===== src/rtl/mem_arb_pkg.sv =====
// mem_arb_pkg: shared types and constants for the two-requester memory bus arbiter.
package mem_arb_pkg;
    typedef enum logic [1:0] {IDLE, ISSUE, WAIT} arb_state_t;
    localparam int ARB_ADDR_W = 32;
    localparam int ARB_DATA_W = 32;
    localparam int ARB_MW_W = 2;
    typedef struct packed {
        logic                  op_write;
        logic [ARB_ADDR_W-1:0] addr;
        logic [ARB_MW_W-1:0]   width;
        logic [ARB_DATA_W-1:0] wdata;
        logic                  pending;
    } arb_req_t;
    localparam logic REQ_CPU = 1'b0;
    localparam logic REQ_AUX = 1'b1;
endpackage


===== src/rtl/mem_arb_slot.sv =====
// mem_arb_slot: per-requester capture register; busy mirrors the pending flag.
module mem_arb_slot #(
    parameter int AW = 32,
    parameter int DW = 32,
    parameter int MW = 2
) (
    input  logic          clk_in,
    input  logic          rst_in,
    input  logic          dispatch_read_in,
    input  logic          dispatch_write_in,
    input  logic [AW-1:0] addr_in,
    input  logic [MW-1:0] width_in,
    input  logic [DW-1:0] wdata_in,
    input  logic          done_in,
    input  logic [DW-1:0] rdata_in,
    output logic          busy_out,
    output logic          op_write_out,
    output logic [AW-1:0] addr_out,
    output logic [MW-1:0] width_out,
    output logic [DW-1:0] wdata_out,
    output logic [DW-1:0] read_data_out
);
    logic          pending_q, pending_d, op_write_q, op_write_d, capture;
    logic [AW-1:0] addr_q, addr_d;
    logic [MW-1:0] width_q, width_d;
    logic [DW-1:0] wdata_q, wdata_d, read_data_q, read_data_d;

    // A pulse seen while busy (including the completion cycle) is dropped.
    always_comb begin
        capture     = (dispatch_read_in || dispatch_write_in) && !pending_q;
        pending_d   = capture ? 1'b1 : (done_in ? 1'b0 : pending_q);
        op_write_d  = capture ? dispatch_write_in : op_write_q;
        addr_d      = capture ? addr_in : addr_q;
        width_d     = capture ? width_in : width_q;
        wdata_d     = capture ? wdata_in : wdata_q;
        read_data_d = (done_in && !op_write_q) ? rdata_in : read_data_q;
    end

    always_ff @(posedge clk_in or negedge rst_in) begin
        if (!rst_in) begin
            pending_q   <= 1'b0;
            op_write_q  <= 1'b0;
            addr_q      <= '0;
            width_q     <= '0;
            wdata_q     <= '0;
            read_data_q <= '0;
        end else begin
            pending_q   <= pending_d;
            op_write_q  <= op_write_d;
            addr_q      <= addr_d;
            width_q     <= width_d;
            wdata_q     <= wdata_d;
            read_data_q <= read_data_d;
        end
    end

    assign busy_out      = pending_q;
    assign op_write_out  = op_write_q;
    assign addr_out      = addr_q;
    assign width_out     = width_q;
    assign wdata_out     = wdata_q;
    assign read_data_out = read_data_q;
endmodule


===== src/rtl/mem_bus_arbiter.sv =====
// mem_bus_arbiter: shares one memory bus between a CPU port (req0) and an aux master (req1).
// Define MEM_ARB_FIXED_PRIORITY_EN to make req0 win every tie instead of round-robin.
module mem_bus_arbiter
    import mem_arb_pkg::*;
#(
    parameter int ADDR_WIDTH = 32,
    parameter int DATA_WIDTH = 32,
    parameter int MW_WIDTH   = 2
) (
    input  logic                  clk_in,
    input  logic                  rst_in,
    input  logic                  r0_dispatch_read_in,
    input  logic                  r0_dispatch_write_in,
    input  logic [ADDR_WIDTH-1:0] r0_addr_in,
    input  logic [MW_WIDTH-1:0]   r0_mem_width_in,
    input  logic [DATA_WIDTH-1:0] r0_write_data_in,
    output logic                  r0_busy_out,
    output logic [DATA_WIDTH-1:0] r0_read_data_out,
    input  logic                  r1_dispatch_read_in,
    input  logic                  r1_dispatch_write_in,
    input  logic [ADDR_WIDTH-1:0] r1_addr_in,
    input  logic [MW_WIDTH-1:0]   r1_mem_width_in,
    input  logic [DATA_WIDTH-1:0] r1_write_data_in,
    output logic                  r1_busy_out,
    output logic [DATA_WIDTH-1:0] r1_read_data_out,
    output logic                  m_dispatch_read_out,
    output logic                  m_dispatch_write_out,
    output logic [ADDR_WIDTH-1:0] m_addr_out,
    output logic [MW_WIDTH-1:0]   m_mem_width_out,
    output logic [DATA_WIDTH-1:0] m_write_data_out,
    input  logic                  m_busy_in,
    input  logic [DATA_WIDTH-1:0] m_read_data_in
);
    arb_state_t            state_q, state_d;
    logic                  cur_q, cur_d, grant, m_rd_q, m_rd_d, m_wr_q, m_wr_d;
    logic [1:0]            pend, op_write, done;
    logic [ADDR_WIDTH-1:0] addr [2];
    logic [MW_WIDTH-1:0]   width [2];
    logic [DATA_WIDTH-1:0] wdata [2];
    logic [ADDR_WIDTH-1:0] m_addr_q, m_addr_d;
    logic [MW_WIDTH-1:0]   m_width_q, m_width_d;
    logic [DATA_WIDTH-1:0] m_wdata_q, m_wdata_d;

    mem_arb_slot #(.AW(ADDR_WIDTH), .DW(DATA_WIDTH), .MW(MW_WIDTH)) u_slot0 (
        .clk_in, .rst_in,
        .dispatch_read_in(r0_dispatch_read_in), .dispatch_write_in(r0_dispatch_write_in),
        .addr_in(r0_addr_in), .width_in(r0_mem_width_in), .wdata_in(r0_write_data_in),
        .done_in(done[REQ_CPU]), .rdata_in(m_read_data_in),
        .busy_out(pend[REQ_CPU]), .op_write_out(op_write[REQ_CPU]), .addr_out(addr[REQ_CPU]),
        .width_out(width[REQ_CPU]), .wdata_out(wdata[REQ_CPU]), .read_data_out(r0_read_data_out)
    );

    mem_arb_slot #(.AW(ADDR_WIDTH), .DW(DATA_WIDTH), .MW(MW_WIDTH)) u_slot1 (
        .clk_in, .rst_in,
        .dispatch_read_in(r1_dispatch_read_in), .dispatch_write_in(r1_dispatch_write_in),
        .addr_in(r1_addr_in), .width_in(r1_mem_width_in), .wdata_in(r1_write_data_in),
        .done_in(done[REQ_AUX]), .rdata_in(m_read_data_in),
        .busy_out(pend[REQ_AUX]), .op_write_out(op_write[REQ_AUX]), .addr_out(addr[REQ_AUX]),
        .width_out(width[REQ_AUX]), .wdata_out(wdata[REQ_AUX]), .read_data_out(r1_read_data_out)
    );

`ifdef MEM_ARB_FIXED_PRIORITY_EN
    assign grant = pend[REQ_CPU] ? REQ_CPU : REQ_AUX;
`else
    logic rr_last_q, rr_last_d;
    assign grant = &pend ? ~rr_last_q : (pend[REQ_CPU] ? REQ_CPU : REQ_AUX);
    assign rr_last_d = (state_q == IDLE && |pend) ? grant : rr_last_q;
    always_ff @(posedge clk_in or negedge rst_in) begin
        if (!rst_in) rr_last_q <= 1'b1;
        else         rr_last_q <= rr_last_d;
    end
`endif

    always_comb begin
        state_d   = state_q;
        cur_d     = cur_q;
        m_rd_d    = 1'b0;
        m_wr_d    = 1'b0;
        m_addr_d  = m_addr_q;
        m_width_d = m_width_q;
        m_wdata_d = m_wdata_q;
        done      = 2'b00;
        case (state_q)
            IDLE: if (|pend) begin
                cur_d     = grant;
                m_rd_d    = !op_write[grant];
                m_wr_d    = op_write[grant];
                m_addr_d  = addr[grant];
                m_width_d = width[grant];
                m_wdata_d = wdata[grant];
                state_d   = ISSUE;
            end
            // Memory raises busy one cycle after the pulse, so skip sampling it here.
            ISSUE: state_d = WAIT;
            WAIT: if (!m_busy_in) begin
                done[cur_q] = 1'b1;
                state_d     = IDLE;
            end
            default: state_d = IDLE;
        endcase
    end

    always_ff @(posedge clk_in or negedge rst_in) begin
        if (!rst_in) begin
            state_q   <= IDLE;
            cur_q     <= REQ_CPU;
            m_rd_q    <= 1'b0;
            m_wr_q    <= 1'b0;
            m_addr_q  <= '0;
            m_width_q <= '0;
            m_wdata_q <= '0;
        end else begin
            state_q   <= state_d;
            cur_q     <= cur_d;
            m_rd_q    <= m_rd_d;
            m_wr_q    <= m_wr_d;
            m_addr_q  <= m_addr_d;
            m_width_q <= m_width_d;
            m_wdata_q <= m_wdata_d;
        end
    end

    assign r0_busy_out          = pend[REQ_CPU];
    assign r1_busy_out          = pend[REQ_AUX];
    assign m_dispatch_read_out  = m_rd_q;
    assign m_dispatch_write_out = m_wr_q;
    assign m_addr_out           = m_addr_q;
    assign m_mem_width_out      = m_width_q;
    assign m_write_data_out     = m_wdata_q;
endmodule


===== config.mk =====
export PLATFORM = sky130hd
export DESIGN_NAME = mem_bus_arbiter
export DESIGN_NICKNAME = d
export VERILOG_FILES = /design/src/rtl/mem_arb_pkg.sv /design/src/rtl/mem_arb_slot.sv /design/src/rtl/mem_bus_arbiter.sv
export SDC_FILE = /design/constraint.sdc
export NUM_CORES = 1
export LEC_CHECK = 0
export BUFFER_PORTS_ARGS = -buffer_cell sky130_fd_sc_hd__buf_2
export CAP_MARGIN = 20
export CORE_MARGIN = 4
export CORE_UTILIZATION = 58
export CTS_BUF_LIST = sky130_fd_sc_hd__clkbuf_4 sky130_fd_sc_hd__clkbuf_8
export CTS_CLUSTER_SIZE = 20
export DETAILED_ROUTE_END_ITERATION = 16
export GPL_ROUTABILITY_DRIVEN = 0
export HOLD_SLACK_MARGIN = 0.02
export PLACE_DENSITY_LB_ADDON = 0.25
export SYNTH_ARGS = -nofsm -noshare
export SYNTH_HDL_FRONTEND = slang
export SYNTH_SLANG_ARGS = --single-unit

===== constraint.sdc =====
create_clock -name clk_in -period 2.5 [get_ports clk_in]
set_input_delay 0.25 -clock clk_in [delete_from_list [all_inputs] [get_ports clk_in]]
set_output_delay 0.25 -clock clk_in [all_outputs]
set_load 0.05 [all_outputs]

Yosys cells after proc, flatten, opt, wreduce, memory -nomap -nowiden
Cells that the tools add are included.
{"block": "totals", "word_cells": 78, "ff_bits": 272}
{"block": "op_classes", "n_lt_le_gt_ge": 4, "n_reduce_logical": 20, "n_mux": 28, "n_eq_ne": 4, "n_bitwise": 2}
{"operator": "$mux W32", "n": 6}
{"operator": "$mux W2", "n": 7}
{"operator": "$mux W1", "n": 13}
{"operator": "$logic_and A1 B1 Y1", "n": 6}
{"operator": "$pmux W2 S3", "n": 1}
{"operator": "$reduce_and A2 Y1", "n": 3}
{"operator": "$logic_not A1 Y1", "n": 5}
{"operator": "$lt A1 B2 Y1 const B", "n": 2}
{"operator": "$reduce_bool A2 Y1", "n": 2}
{"operator": "$eq A2 B1 Y1 const B", "n": 1}
{"operator": "$eq A2 B2 Y1 const B", "n": 1}
{"operator": "$ge A2 B2 Y1 const B", "n": 1}
{"operator": "$logic_not A2 Y1", "n": 1}
{"operator": "$logic_or A1 B1 Y1", "n": 2}
{"operator": "$ne A2 B1 Y1 const B", "n": 1}
{"operator": "$ne A2 B2 Y1 const B", "n": 1}
{"operator": "$not A1 Y2", "n": 1}
{"operator": "$reduce_or A2 Y1", "n": 1}
{"operator": "$demux W1 S1", "n": 1}
{"operator": "$ge A1 B1 Y1 const B", "n": 1}
{"operator": "$not A1 Y1", "n": 1}

Depth between registers and ports, before layout
{"block": "depth", "word_depth": 8, "ltp_mapped": 8, "ltp_nobuf": 3}

Cells and area by module
A second synthesis with hierarchy kept.
{"block": "unflattened", "cells_unflattened": 838, "hier_area_um2": 11419.7}
{"mod": "mem_arb_slot", "seq_area_each_um2": 2502.4, "cells_each": 216, "area_per_inst_um2": 3903.7, "n_inst": 2}
{"mod": "mem_bus_arbiter", "seq_area_each_um2": 1803.0, "cells_each": 406, "area_per_inst_um2": 3612.2, "n_inst": 1}

Worst setup path before layout
OpenSTA, ideal clock, no wires.
{"block": "synth_timing", "path_kind": "register -> register", "start": "reg u_slot0.pending_q (netlist: u_slot0.busy_out)", "end": "reg u_slot0.wdata_q[13] (netlist: u_slot0.wdata_out[13])", "synth_period_minus_slack_ns": 1.945, "path_stages_with_launch": 8, "setup_ns": 0.125, "arrival_ns": 1.820, "slack_ns": 0.555, "path_cell_list": "dfrtp_1 > buf_2 > inv_2 > buf_4 > o21ai_2 > buf_4 > buf_4 > mux2_2"}
{"block": "synth_via", "elab_chain_len": 2}
{"element": "start: declaration", "line": "mem_arb_slot.sv:23", "rtl": "logic pending_q, pending_d, op_write_q, op_write_d, capture;"}
{"element": "start signal: assignment", "line": "mem_arb_slot.sv:48", "rtl": "pending_q <= pending_d;"}
{"element": "$logic_not A1 Y1", "line": "mem_arb_slot.sv:30", "rtl": "capture = (dispatch_read_in || dispatch_write_in) && !pending_q;"}
{"element": "$logic_and A1 B1 Y1", "line": "mem_arb_slot.sv:30"}
{"element": "end signal: assignment", "line": "mem_arb_slot.sv:52", "rtl": "wdata_q <= wdata_d;"}
{"element": "end: declaration", "line": "mem_arb_slot.sv:26", "rtl": "logic [DW-1:0] wdata_q, wdata_d, read_data_q, read_data_d;"}
No other way between the ends.
A chain may end at the register's enable or synchronous reset.

Worst setup path in the final report
{"block": "layout_timing", "start": "reg u_slot0.pending_q (netlist: u_slot0.busy_out)", "end": "out r0_busy_out"}
{"element": "end: declaration", "line": "mem_bus_arbiter.sv:17", "rtl": "output logic r0_busy_out,"}
No word-level cell between the ends.

==> impl_metrics.env <==
export IMPL_reg2reg_slack_ns=0.44
export IMPL_post_route_cells_drive_above_1_share_pct=46.84
export IMPL_hpwl_microns=18730
export IMPL_crit_required_ns=2.25
export IMPL_avgRoutedWirePerCell_microns=21.39
export IMPL_cts_htree_levels=2
export IMPL_seq_area_frac_synth_pct=61.78
export IMPL_clock_latency_ns=0.54
export IMPL_use_met3_pct=6.602
export IMPL_slew_headroom_pct=30.40
export IMPL_final_cell_area_sq_um=15390
export IMPL_worst_slew_pin_transition_ns=1.041
export IMPL_design_portCount=305
export IMPL_synth_edf_count=0
export IMPL_area_delta_synth_final_pct=39.66
export IMPL_skew_ns=0.01158
export IMPL_io_buffers=304
export IMPL_seq_power_share_pct=33.8
export IMPL_vdd_ir_drop_max_mv=1.183
export IMPL_vias_per_cell=5.801
export IMPL_rsz0062_at_grt="false"
export IMPL_status="completed"
export IMPL_timing_rr_end="m_write_data_out[15]$_DFFE_PN0P_"
export IMPL_grt_pass1_wl_microns=53630
export IMPL_fin_util_pct=82.27
export IMPL_die_area_sq_um=21270
export IMPL_p_sw_mw=10.90
export IMPL_drc=0
export IMPL_arrival_ns=2.01
export IMPL_final_net_count=1468
export IMPL_end_kind="output pin"
export IMPL_final_antenna_net_count=0
export IMPL_syn_avg_cell_area_sq_um=13.24
export IMPL_crit_type="reg -> out"
export IMPL_synth_seq_cells=272
export IMPL_vias=9101
export IMPL_clockBufferDepth=3
export IMPL_p_int_mw=12.84
export IMPL_syn_area_sq_um=11020
export IMPL_syn_inst=832
export IMPL_dpl_instance_area_sq_um=12750
export IMPL_period_minus_slack_ns=2.258
export IMPL_hp_class="in -> async"
export IMPL_drtPass1Iterations=5
export IMPL_numCtsBuffers=44
export IMPL_setup_tns_ns=0
export IMPL_die_h_microns=145.8
export IMPL_start_util_pct=58.91
export IMPL_finalCritPeriodShare_pct=90.32
export IMPL_clkTransAtPathRegs_ns=0.06
export IMPL_groute_usage_overall_pct=31.38
export IMPL_worstReg2RegStart="u_slot1.busy_out$_DFFE_PN0P_"
export IMPL_setup_ws_ns=0.2420
export IMPL_power_density_nw_per_um2=1543
export IMPL_antenna_found_initial=5
export IMPL_grt_overflow=0
export IMPL_fp_coreArea_sq_um=18710
export IMPL_hold_viol_final=0
export IMPL_drv_slew=0
export IMPL_met2_usage_pct=53.80
export IMPL_cts_root_buf="clkbuf_8"
export IMPL_setup_viol=0
export IMPL_synth_main_ff_cell="dfrtp_1"
export IMPL_timing_fmax_ghz=0.4429
export IMPL_cts_tree="built"
export IMPL_grt_pass1_vias=9918
export IMPL_combPwrFrac_pct=49.3
export IMPL_drtIter0Drc=531
export IMPL_chipWidth_microns=145.8
export IMPL_core_rowCount=50
export IMPL_reg2reg_depth=4
export IMPL_grt_start_max_net_pins=88
export IMPL_switching_share_pct=45.90
export IMPL_critPathMaxFanout=70
export IMPL_yosysWarnings=0
export IMPL_critPathLaunchType="flip-flop"
export IMPL_async_flop_share_pct=100.0
export IMPL_ys_types=28
export IMPL_synth_fp_nets=1003
export IMPL_maxCapViolCount=0
export IMPL_power_leakage_nw=7.028
export IMPL_met1_usage_pct=39.14
export IMPL_p_clk_share_pct=16.9
export IMPL_pre_cts_ws_ns=0.4826
export IMPL_routed_wl_microns=33560
export IMPL_cts_sinks=272
export IMPL_busiest_layer="met2"
## Yosys cell counts (3+ instances only)
master	n	area (sq um)
nand3_1	67	335.3
o21ai_0	67	335.3
buf_6	3	33.78
mux2_2	198	2230
clkbuf_1	37	138.9
buf_2	28	140.1
a31oi_1	56	350.3
a31oi_2	10	125.1
nand2_1	5	18.77
dfrtp_1	271	6782
buf_4	5	37.54
a21oi_1	66	330.3
## cells in the final DEF, fill, tap and decap left out, drive strengths merged
cell,Yosys,routed
inv,1,1
and3,1,1
diode,0,5
dfstp,1,1
mux2,200,200
nand4bb,1,1
buf,36,324
dfrtp,271,271
o21bai,1,1
mux2i,1,1
nor4,1,1
a31oi,66,66
o21ai,68,68
and2,1,1
nor2b,1,1
a21boi,1,1
a21oi,66,66
nand3,67,67
o31ai,1,1
nand2b,2,2
clkinv,0,6
or2,1,1
nand2,5,5
nor2,2,2
dlygate4sd3,0,168
clkbuf,37,73
## state kept, by name (all words and copies together), names as in the netlist, 32 cells and up
register               flops
m_addr_out                32
u_slot0.addr_out          32
u_slot1.wdata_out         32
u_slot0.wdata_out         32
u_slot1.addr_out          32
m_write_data_out          32
u_slot0.read_data_out     32
u_slot1.read_data_out     32
## final cells by class
type                            instances  area, sq um
Antenna cell                            5        12.51
Clock buffer                           73        917.1
Clock inverter                          6        30.03
Fill cell                             998         3316
Inverter                                1        3.754
Multi-Input combinational cell        486         3911
Sequential cell                       272         6809
Tap cell                              234        292.8
Timing Repair Buffer                  492         3413
## per-layer routing
metal,vias to the layer above,part of all wire [%]
met1,4579,38
li1,3979,-
met5,-,0
met3,88,7.8
met4,0,3.6
met2,455,51
## power groups by stage
stage,sequential (mW),clock (mW),combinational [mW]
after CTS,7.91,4.07,11.5
after floorplan,11.4,0,4.92
after global placement,7.86,0,11.0
after detailed placement,7.94,0,11.3
final,8.02,4.02,11.7
after global routing,8.24,4.30,12.3
## critical path: stages, from the launching register on
cell     delay [ns]
dfrtp_2        0.38
buf_4          0.67
buf_2          0.41
## stage by stage
step	total power [mW]	hold WS, ns	cells
after global placement	18.87	0.1427	1317
after detailed placement	19.23	0.1425	1317
after CTS	23.50	0.1548	1564
after floorplan	16.33	-0.04559	832
after global routing	24.89	0.1702	1569
final	23.74	0.1710	1569
## repair_timing
| item | CTS | global route |
|---|---|---|
| buffers inserted | 0 | 0 |
| resized for setup | 0 | 0 |
| hold endpoints to repair | 472 | 0 |
| hold buffers | 168 | 0 |
## how the worst max path moves through the flow
stage / endpoint / start
2_1_floorplan: u_slot0.wdata_out[13]$_DFFE_PN0P_ / u_slot0.busy_out$_DFFE_PN0P_
3_3_place_gp: u_slot1.addr_out[2]$_DFFE_PN0P_ / r1_dispatch_write_in
3_5_place_dp: m_addr_out[26]$_DFFE_PN0P_ / u_slot1.busy_out$_DFFE_PN0P_
4_1_cts: r0_busy_out / u_slot0.busy_out$_DFFE_PN0P_
5_1_grt: r0_busy_out / u_slot0.busy_out$_DFFE_PN0P_
6_report: r0_busy_out / u_slot0.busy_out$_DFFE_PN0P_
## logic make-up after synthesis
logic type,share of synthesized area [%]
simple gates,3.838
flops,61.78
compound gates,10.64
mux,20.53
buf+inv,3.213
(Power assumes the default switching activity.)
